`src/rtl/cfu_issue_pkg.sv`:
```
// Shared types and widths for the CFU issue block.
package cfu_issue_pkg;

  localparam int XLEN         = 32;
  localparam int CFU_FUNCT3_W = 3;
  localparam int CFU_FUNCT7_W = 7;
  localparam int REG_IDX_W    = 5;

  typedef enum logic [2:0] {
    ST_DRAIN = 3'd0,
    ST_IDLE  = 3'd1,
    ST_ISSUE = 3'd2,
    ST_WAIT  = 3'd3,
    ST_RESP  = 3'd4
  } state_e;

endpackage

```
`src/rtl/cfu_issue_wdog.sv`:
```
// Up-counter with clear/enable; expire_o flags the enabled cycle in which the count sits at tc_i.
module cfu_issue_wdog #(
  parameter int unsigned W = 8
) (
  input  logic         clk_i,
  input  logic         rst_ni,
  input  logic         clr_i,
  input  logic         en_i,
  input  logic [W-1:0] tc_i,
  output logic         expire_o
);

  logic [W-1:0] cnt_q;
  logic [W-1:0] cnt_d;

  always_comb begin
    cnt_d = cnt_q;
    if (clr_i) begin
      cnt_d = '0;
    end else if (en_i) begin
      cnt_d = cnt_q + W'(1);
    end
  end

  always_ff @(posedge clk_i) begin
    if (!rst_ni) begin
      cnt_q <= '0;
    end else begin
      cnt_q <= cnt_d;
    end
  end

  assign expire_o = en_i && (cnt_q == tc_i);

endmodule

```
`src/rtl/cfu_issue.sv`:
```
// CPU-side CFU initiator: issues one custom op, waits for the result (with watchdog), hands it to writeback.
//   state | meaning
//   DRAIN | wait for DRAIN_QUIET consecutive idle CFU cycles before accepting work
//   IDLE  | ready for a request
//   ISSUE | cfu_en_o pulse, operands presented
//   WAIT  | CFU stalling, watchdog running
//   RESP  | response held until writeback accepts
module cfu_issue
  import cfu_issue_pkg::*;
#(
  parameter int unsigned TIMEOUT_CYCLES = 1024,
  parameter int unsigned DRAIN_QUIET    = 2
) (
  input  logic                    clk_i,
  input  logic                    rst_ni,
  input  logic                    req_valid_i,
  output logic                    req_ready_o,
  input  logic [CFU_FUNCT3_W-1:0] req_funct3_i,
  input  logic [CFU_FUNCT7_W-1:0] req_funct7_i,
  input  logic [XLEN-1:0]         req_src1_i,
  input  logic [XLEN-1:0]         req_src2_i,
  input  logic [REG_IDX_W-1:0]    req_rd_i,
  output logic                    rsp_valid_o,
  input  logic                    rsp_ready_i,
  output logic [XLEN-1:0]         rsp_data_o,
  output logic [REG_IDX_W-1:0]    rsp_rd_o,
  output logic                    rsp_err_o,
  output logic                    busy_o,
  output logic [31:0]             ops_cnt_o,
  output logic                    cfu_en_o,
  output logic [CFU_FUNCT3_W-1:0] cfu_funct3_o,
  output logic [CFU_FUNCT7_W-1:0] cfu_funct7_o,
  output logic [XLEN-1:0]         cfu_src1_o,
  output logic [XLEN-1:0]         cfu_src2_o,
  input  logic                    cfu_stall_i,
  input  logic [XLEN-1:0]         cfu_rslt_i
);

  localparam int unsigned WD_W = $clog2(TIMEOUT_CYCLES + 1) + 1;
  localparam int unsigned DQ_W = $clog2(DRAIN_QUIET + 1) + 1;
  localparam logic [WD_W-1:0] WD_TC = (TIMEOUT_CYCLES == 0) ? WD_W'(0) : WD_W'(TIMEOUT_CYCLES - 1);
  localparam logic [DQ_W-1:0] DQ_TC = (DRAIN_QUIET == 0) ? DQ_W'(0) : DQ_W'(DRAIN_QUIET - 1);
  localparam logic            WD_ON = (TIMEOUT_CYCLES != 0);

  state_e                  state_q, state_d;
  logic                    req_ready_q, req_ready_d;
  logic                    busy_q, busy_d;
  logic                    cfu_en_q, cfu_en_d;
  logic [CFU_FUNCT3_W-1:0] f3_q, f3_d;
  logic [CFU_FUNCT7_W-1:0] f7_q, f7_d;
  logic [XLEN-1:0]         src1_q, src1_d;
  logic [XLEN-1:0]         src2_q, src2_d;
  logic [REG_IDX_W-1:0]    rd_q, rd_d;
  logic                    rsp_valid_q, rsp_valid_d;
  logic [XLEN-1:0]         rsp_data_q, rsp_data_d;
  logic [REG_IDX_W-1:0]    rsp_rd_q, rsp_rd_d;
  logic                    rsp_err_q, rsp_err_d;
  logic [31:0]             ops_cnt_q, ops_cnt_d;

  logic wd_exp;
  logic quiet_exp;

  cfu_issue_wdog #(.W(WD_W)) u_wdog (
    .clk_i    (clk_i),
    .rst_ni   (rst_ni),
    .clr_i    (state_q != ST_WAIT),
    .en_i     ((state_q == ST_WAIT) && cfu_stall_i && WD_ON),
    .tc_i     (WD_TC),
    .expire_o (wd_exp)
  );

  cfu_issue_wdog #(.W(DQ_W)) u_quiet (
    .clk_i    (clk_i),
    .rst_ni   (rst_ni),
    .clr_i    ((state_q != ST_DRAIN) || cfu_stall_i),
    .en_i     ((state_q == ST_DRAIN) && !cfu_stall_i),
    .tc_i     (DQ_TC),
    .expire_o (quiet_exp)
  );

  always_comb begin
    state_d    = state_q;
    f3_d       = f3_q;
    f7_d       = f7_q;
    src1_d     = src1_q;
    src2_d     = src2_q;
    rd_d       = rd_q;
    rsp_data_d = rsp_data_q;
    rsp_rd_d   = rsp_rd_q;
    rsp_err_d  = rsp_err_q;
    ops_cnt_d  = ops_cnt_q;

    case (state_q)
      ST_DRAIN: begin
        if (quiet_exp) state_d = ST_IDLE;
      end
      ST_IDLE: begin
        if (req_valid_i) begin
          f3_d    = req_funct3_i;
          f7_d    = req_funct7_i;
          src1_d  = req_src1_i;
          src2_d  = req_src2_i;
          rd_d    = req_rd_i;
          state_d = ST_ISSUE;
        end
      end
      ST_ISSUE, ST_WAIT: begin
        // a result arriving in the same cycle the watchdog fires is still taken
        if (!cfu_stall_i) begin
          rsp_data_d = cfu_rslt_i;
          rsp_err_d  = 1'b0;
          rsp_rd_d   = rd_q;
          state_d    = ST_RESP;
        end else if (wd_exp) begin
          rsp_data_d = '0;
          rsp_err_d  = 1'b1;
          rsp_rd_d   = rd_q;
          state_d    = ST_RESP;
        end else begin
          state_d = ST_WAIT;
        end
      end
      ST_RESP: begin
        if (rsp_ready_i) begin
          state_d = rsp_err_q ? ST_DRAIN : ST_IDLE;
          if (!rsp_err_q) ops_cnt_d = ops_cnt_q + 32'd1;
          f3_d       = '0;
          f7_d       = '0;
          src1_d     = '0;
          src2_d     = '0;
          rsp_data_d = '0;
          rsp_rd_d   = '0;
          rsp_err_d  = 1'b0;
        end
      end
      default: state_d = ST_DRAIN;
    endcase

    req_ready_d = (state_d == ST_IDLE);
    busy_d      = (state_d != ST_IDLE);
    cfu_en_d    = (state_d == ST_ISSUE);
    rsp_valid_d = (state_d == ST_RESP);
  end

  always_ff @(posedge clk_i) begin
    if (!rst_ni) begin
      state_q     <= ST_DRAIN;
      req_ready_q <= 1'b0;
      busy_q      <= 1'b0;
      cfu_en_q    <= 1'b0;
      f3_q        <= '0;
      f7_q        <= '0;
      src1_q      <= '0;
      src2_q      <= '0;
      rd_q        <= '0;
      rsp_valid_q <= 1'b0;
      rsp_data_q  <= '0;
      rsp_rd_q    <= '0;
      rsp_err_q   <= 1'b0;
      ops_cnt_q   <= '0;
    end else begin
      state_q     <= state_d;
      req_ready_q <= req_ready_d;
      busy_q      <= busy_d;
      cfu_en_q    <= cfu_en_d;
      f3_q        <= f3_d;
      f7_q        <= f7_d;
      src1_q      <= src1_d;
      src2_q      <= src2_d;
      rd_q        <= rd_d;
      rsp_valid_q <= rsp_valid_d;
      rsp_data_q  <= rsp_data_d;
      rsp_rd_q    <= rsp_rd_d;
      rsp_err_q   <= rsp_err_d;
      ops_cnt_q   <= ops_cnt_d;
    end
  end

  assign req_ready_o  = req_ready_q;
  assign busy_o       = busy_q;
  assign cfu_en_o     = cfu_en_q;
  assign cfu_funct3_o = f3_q;
  assign cfu_funct7_o = f7_q;
  assign cfu_src1_o   = src1_q;
  assign cfu_src2_o   = src2_q;
  assign rsp_valid_o  = rsp_valid_q;
  assign rsp_data_o   = rsp_data_q;
  assign rsp_rd_o     = rsp_rd_q;
  assign rsp_err_o    = rsp_err_q;
  assign ops_cnt_o    = ops_cnt_q;

endmodule

```
`config.mk`:
```
export PLATFORM = sky130hd
export DESIGN_NAME = cfu_issue
export DESIGN_NICKNAME = d
export VERILOG_FILES = /design/src/rtl/cfu_issue_pkg.sv /design/src/rtl/cfu_issue_wdog.sv /design/src/rtl/cfu_issue.sv
export SDC_FILE = /design/constraint.sdc
export NUM_CORES = 1
export LEC_CHECK = 0
export CAP_MARGIN = 10
export CORE_AREA = 10 10 95 181
export CTS_CLUSTER_SIZE = 40
export DETAILED_ROUTE_END_ITERATION = 10
export DIE_AREA = 0 0 105 191
export PLACE_DENSITY = 0.83
export SLEW_MARGIN = 20
export SYNTH_ARGS = -nofsm -noshare
export SYNTH_HDL_FRONTEND = slang
export SYNTH_SLANG_ARGS = --single-unit
```
`constraint.sdc`:
```
create_clock -name clk_i -period 5.6 [get_ports clk_i]
set_input_delay 1.12 -clock clk_i [delete_from_list [all_inputs] [get_ports clk_i]]
set_output_delay 1.12 -clock clk_i [all_outputs]
set_load 0.01 [all_outputs]
```
==> summary.md <==
| Metric | Value |
|---|---|
| Vias in the first global route | `a little over 6,000` |
| Via density | `5.20` |
| Yosys reg bits | `between 150 and 200` |
| Fin crit period | `~3.4 ns` |
| Hold Crit Class | `reg -> reg` |
| Longest Clk Path Bufs | `2` |
| Psw | `approximately 600 uW` |
| Crit. End Element | `flip-flop` |
| H-tree depth | `4` |
| Cell mode on critical path | `buf_4` |
| Placed cell count | `1,121` |
| R2r setup slk | `~3.2 ns` |
| Total congestion overflow | `0` |
| Clock slew at reported path FFs | `around 0.07 ns` |
| Worst slew pin tran | `1.01 ns` |
| Sequential-to-total area share from yosys stat | `approximately 53%` |
| Synthesis-to-layout area growth | `51.4%` |
| Fill count | `1,187` |
| Final setup violation count | `0` |
| Maximum VDD drop | `about 220 uV` |
| GRT Total Usage | `around a fifth` |
| Hold Path End | `u_quiet.cnt_q[0]$_SDFFE_PP0P_` |
| Unrepaired setup endpoints after global routing | `no` |
| Outcome | `complete, no violations` |
| Syn_nets | `about 830` |
| Top cell type by total area after synthesis | `dfxtp_1` |
| Largest net degree at the start of global routing | `roughly 120` |
| Post-Route WL | `around 20,000 um` |
| Worst EP required | `roughly 5.9 ns` |
| Startpoint Class | `input pin` |
| Fin. max-slew vios | `0` |
| Clock root buffer | `clkbuf_16` |
| Final cycle utilization of the critical path | `61.6%` |
| Hold path depth | `1` |
| Power Density | `269 nW/um2` |
| Worst reg2reg startpoint | `state_q[0]$_SDFF_PN0_` |
| Top cells by area, synth | `dfxtp_1 (53%), a22oi_1 (8.6%), nor2_1 (7.5%)` |
| DRT Pass-1 Iters | `5` |
| Int Pwr | `2.02 mW` |
| TritonCTS Sinks | `roughly 170` |
| Clock tree from TritonCTS | `done` |
| Total of max-cap violations | `0` |
| Setup_tns | `0 ns` |
| Worst path max stage delay | `0.87 ns` |
| Routed WL per cell | `between 15 and 20 um` |
| Cells after Synth | `approximately 700` |
| Clk_lat worst skew | `0.42 ns` |
| Clock power frac | `a little under half` |
| Placement Cell Area | `slightly above 9000 um2` |
| Routability Congestion | `between 0.8 and 0.9` |
| Vias after detailed routing | `around 6,000` |
| Critical path fanouts, max | `44` |
| Critical-path cell list | `clkdlybuf4s50_1 > buf_4 > clkinv_2 > a21oi_2 > nor2b_2 > buf_4 > nand2_1 > o21ai_0` |
| Core Region | `roughly 14,000 um2` |
| Max-slew headroom | `32.2%` |
| Non-Filler Instances | `between 1,000 and 1,500` |
| DRC viols | `0` |
| Commonest non-fill, non-tap cell in the layout | `clkdlybuf4s50_1` |
| Top delay family on crit path | `buffers and inverters` |
| Final core utilization | `68.2%` |
| Total power | `around 2.6 mW` |
| Postcts setup bufs | `0` |
| Fmax | `slightly below 300 MHz` |
| DPL Wire Length | `roughly 15,000 um` |
| Initial antenna violation count | `0` |
| Die Span Y | `approximately 190 um` |
| Top cell type's share of synthesized area | `between 50% and 60%` |
| I/O Buffers | `about 260` |
| Commonest cells after routing, fill and taps aside | `clkdlybuf4s50_1 (263), dfxtp_1 (171), nor2_1 (129)` |
| Mapped Area | `6430 um2` |
| DIE AREA | `20,100 um2` |
| Lkg Pwr | `3.40 nW` |
| Resized Gates After CTS | `0` |
| Worst Path Arrival | `between 3 and 4 ns` |
| Ys Warns | `0` |
| Syn avg cell area | `between 9 and 10 um2` |
| Seq pwr share | `47.3%` |
| Cell Rows | `62` |
| Nets@finish | `roughly 1,100` |
| Final Hold Vio Count | `0` |
| Share of cells above drive strength 1 | `5.41%` |
| Synth cell types | `43` |
| TritonCTS buffer count | `17` |
| Buf+Inv Stages, Crit Path | `4` |
| Slowest cell on crit path | `nor2b_2` |
| Die width | `about 110 um` |
| 1st-iter DRT viols | `around 260` |
| Initial Utilization | `between 40% and 50%` |
| I/O pins | `between 200 and 300` |
| Clk_skew | `around 0.012 ns` |
| CP Class | `in -> reg` |
| Worst hold start | `u_quiet.cnt_q[0]$_SDFFE_PP0P_` |
| Antenna Nets Post-Route | `0` |
| Global-route wire length before repair | `roughly 31,000 um` |
| Comb pwr share | `7.0%` |
| Sw frac | `22.9%` |
| Post-CTS Hold Fix Bufs | `0` |
| Critical register-to-register path endpoint | `rsp_data_o[5]$_SDFFE_PN0P_` |
| Fin area | `9740 um2` |
| R2R depth | `6` |
registers in the layout (all words and copies together), names as in the netlist, 3 cells and up:
name           count
rsp_rd_o           5
state_q            3
cfu_funct3_o       3
cfu_funct7_o       7
u_wdog.cnt_q      12
u_quiet.cnt_q      3
cfu_src2_o        32
rd_q               5
cfu_src1_o        32
ops_cnt_o         32
rsp_data_o        32
layer usage:
layer	part of all wire [%]	up-vias	routed length [um]	GRT usage, %
li1	-	2930	-	-
met3	5.9	29	1190	5.19
met1	37	2858	7370	19.7
met2	55	194	11000	35.1
met5	0	-	0	0
met4	2.5	0	507	8.28
synth_stat cells (all sizes together):
library cell,count
nor2b,2
nor3,6
a21o,1
xnor2,13
nor2,129
and2,3
o21ai,42
and4,2
o41ai,1
a22oi,74
nand4bb,2
nand2b,1
or2,2
a311o,1
nand3b,2
a32oi,1
or3,2
ha,4
nor3b,1
xor2,28
clkinv,1
nor4b,1
dfxtp,171
buf,31
nand4b,1
and3,6
nand2,63
a21oi,9
clkbuf,23
nand3,62
mux2i,2
nor4,5
inv,7
nand4,15
power groups by stage:
stage	sequential (mW)	combinational [mW]	clock, mW
after floorplan	1.27	0.0608	0
after global placement	1.27	0.183	0
after detailed placement	1.27	0.185	0
after CTS	1.24	0.186	1.23
after global routing	1.24	0.198	1.28
final	1.24	0.184	1.20
stage by stage:
stage | setup slack (ns) | hold WS, ns
2_1_floorplan | 3.23 | 0.421
3_3_place_gp | 1.84 | 0.433
3_5_place_dp | 1.79 | 0.447
4_1_cts | 2.16 | 0.461
5_1_grt | 1.99 | 0.472
6_report | 2.15 | 0.452
layout make-up:
cell class | count | area (um2) | share of cell area (%)
flip-flops and latches | 171 | 3420 | 35.1
multi-input cells | 481 | 2750 | 28.2
repair buffers | 269 | 2680 | 27.5
inverters | 8 | 31.3 | 0.321
clock buffers | 18 | 429 | 4.41
well taps | 192 | 240 | 2.47
clock inverters | 14 | 179 | 1.84
diodes | 2 | 5.00 | 0.0514
cell families after synthesis:
group / synth area share [%]
AOI/OAI and AO/OA: 13.5
DFF: 53.2
xor gates and xnor gates: 5.58
and+or+nand+nor: 22.3
muxes: 0.311
adders and majority gates: 0.778
buffers and inverters: 4.34
worst max path at each step:
stage               startpoint                          end  slack (ns)  cells after the start
floorplan               rst_ni  rsp_data_o[10]$_SDFFE_PN0P_        3.23                      8
global placement        rst_ni  rsp_data_o[14]$_SDFFE_PN0P_        1.84                      8
detailed placement      rst_ni   rsp_data_o[3]$_SDFFE_PN0P_        1.79                      8
CTS                     rst_ni   rsp_data_o[5]$_SDFFE_PN0P_        2.16                      8
global route            rst_ni   rsp_data_o[5]$_SDFFE_PN0P_        1.99                      8
finish                  rst_ni   rsp_data_o[5]$_SDFFE_PN0P_        2.15                      8
worst reg2reg max path: cells and delay by family, from the launching register on:
family | cells | cell delay (ns)
AND/OR/NAND/NOR | 3 | 1.08
flip-flops | 1 | 0.53
AO/OA/AOI/OAI | 2 | 0.44
buffers and inverters | 1 | 0.31
No activity file was read; power rests on OpenSTA's default activity.
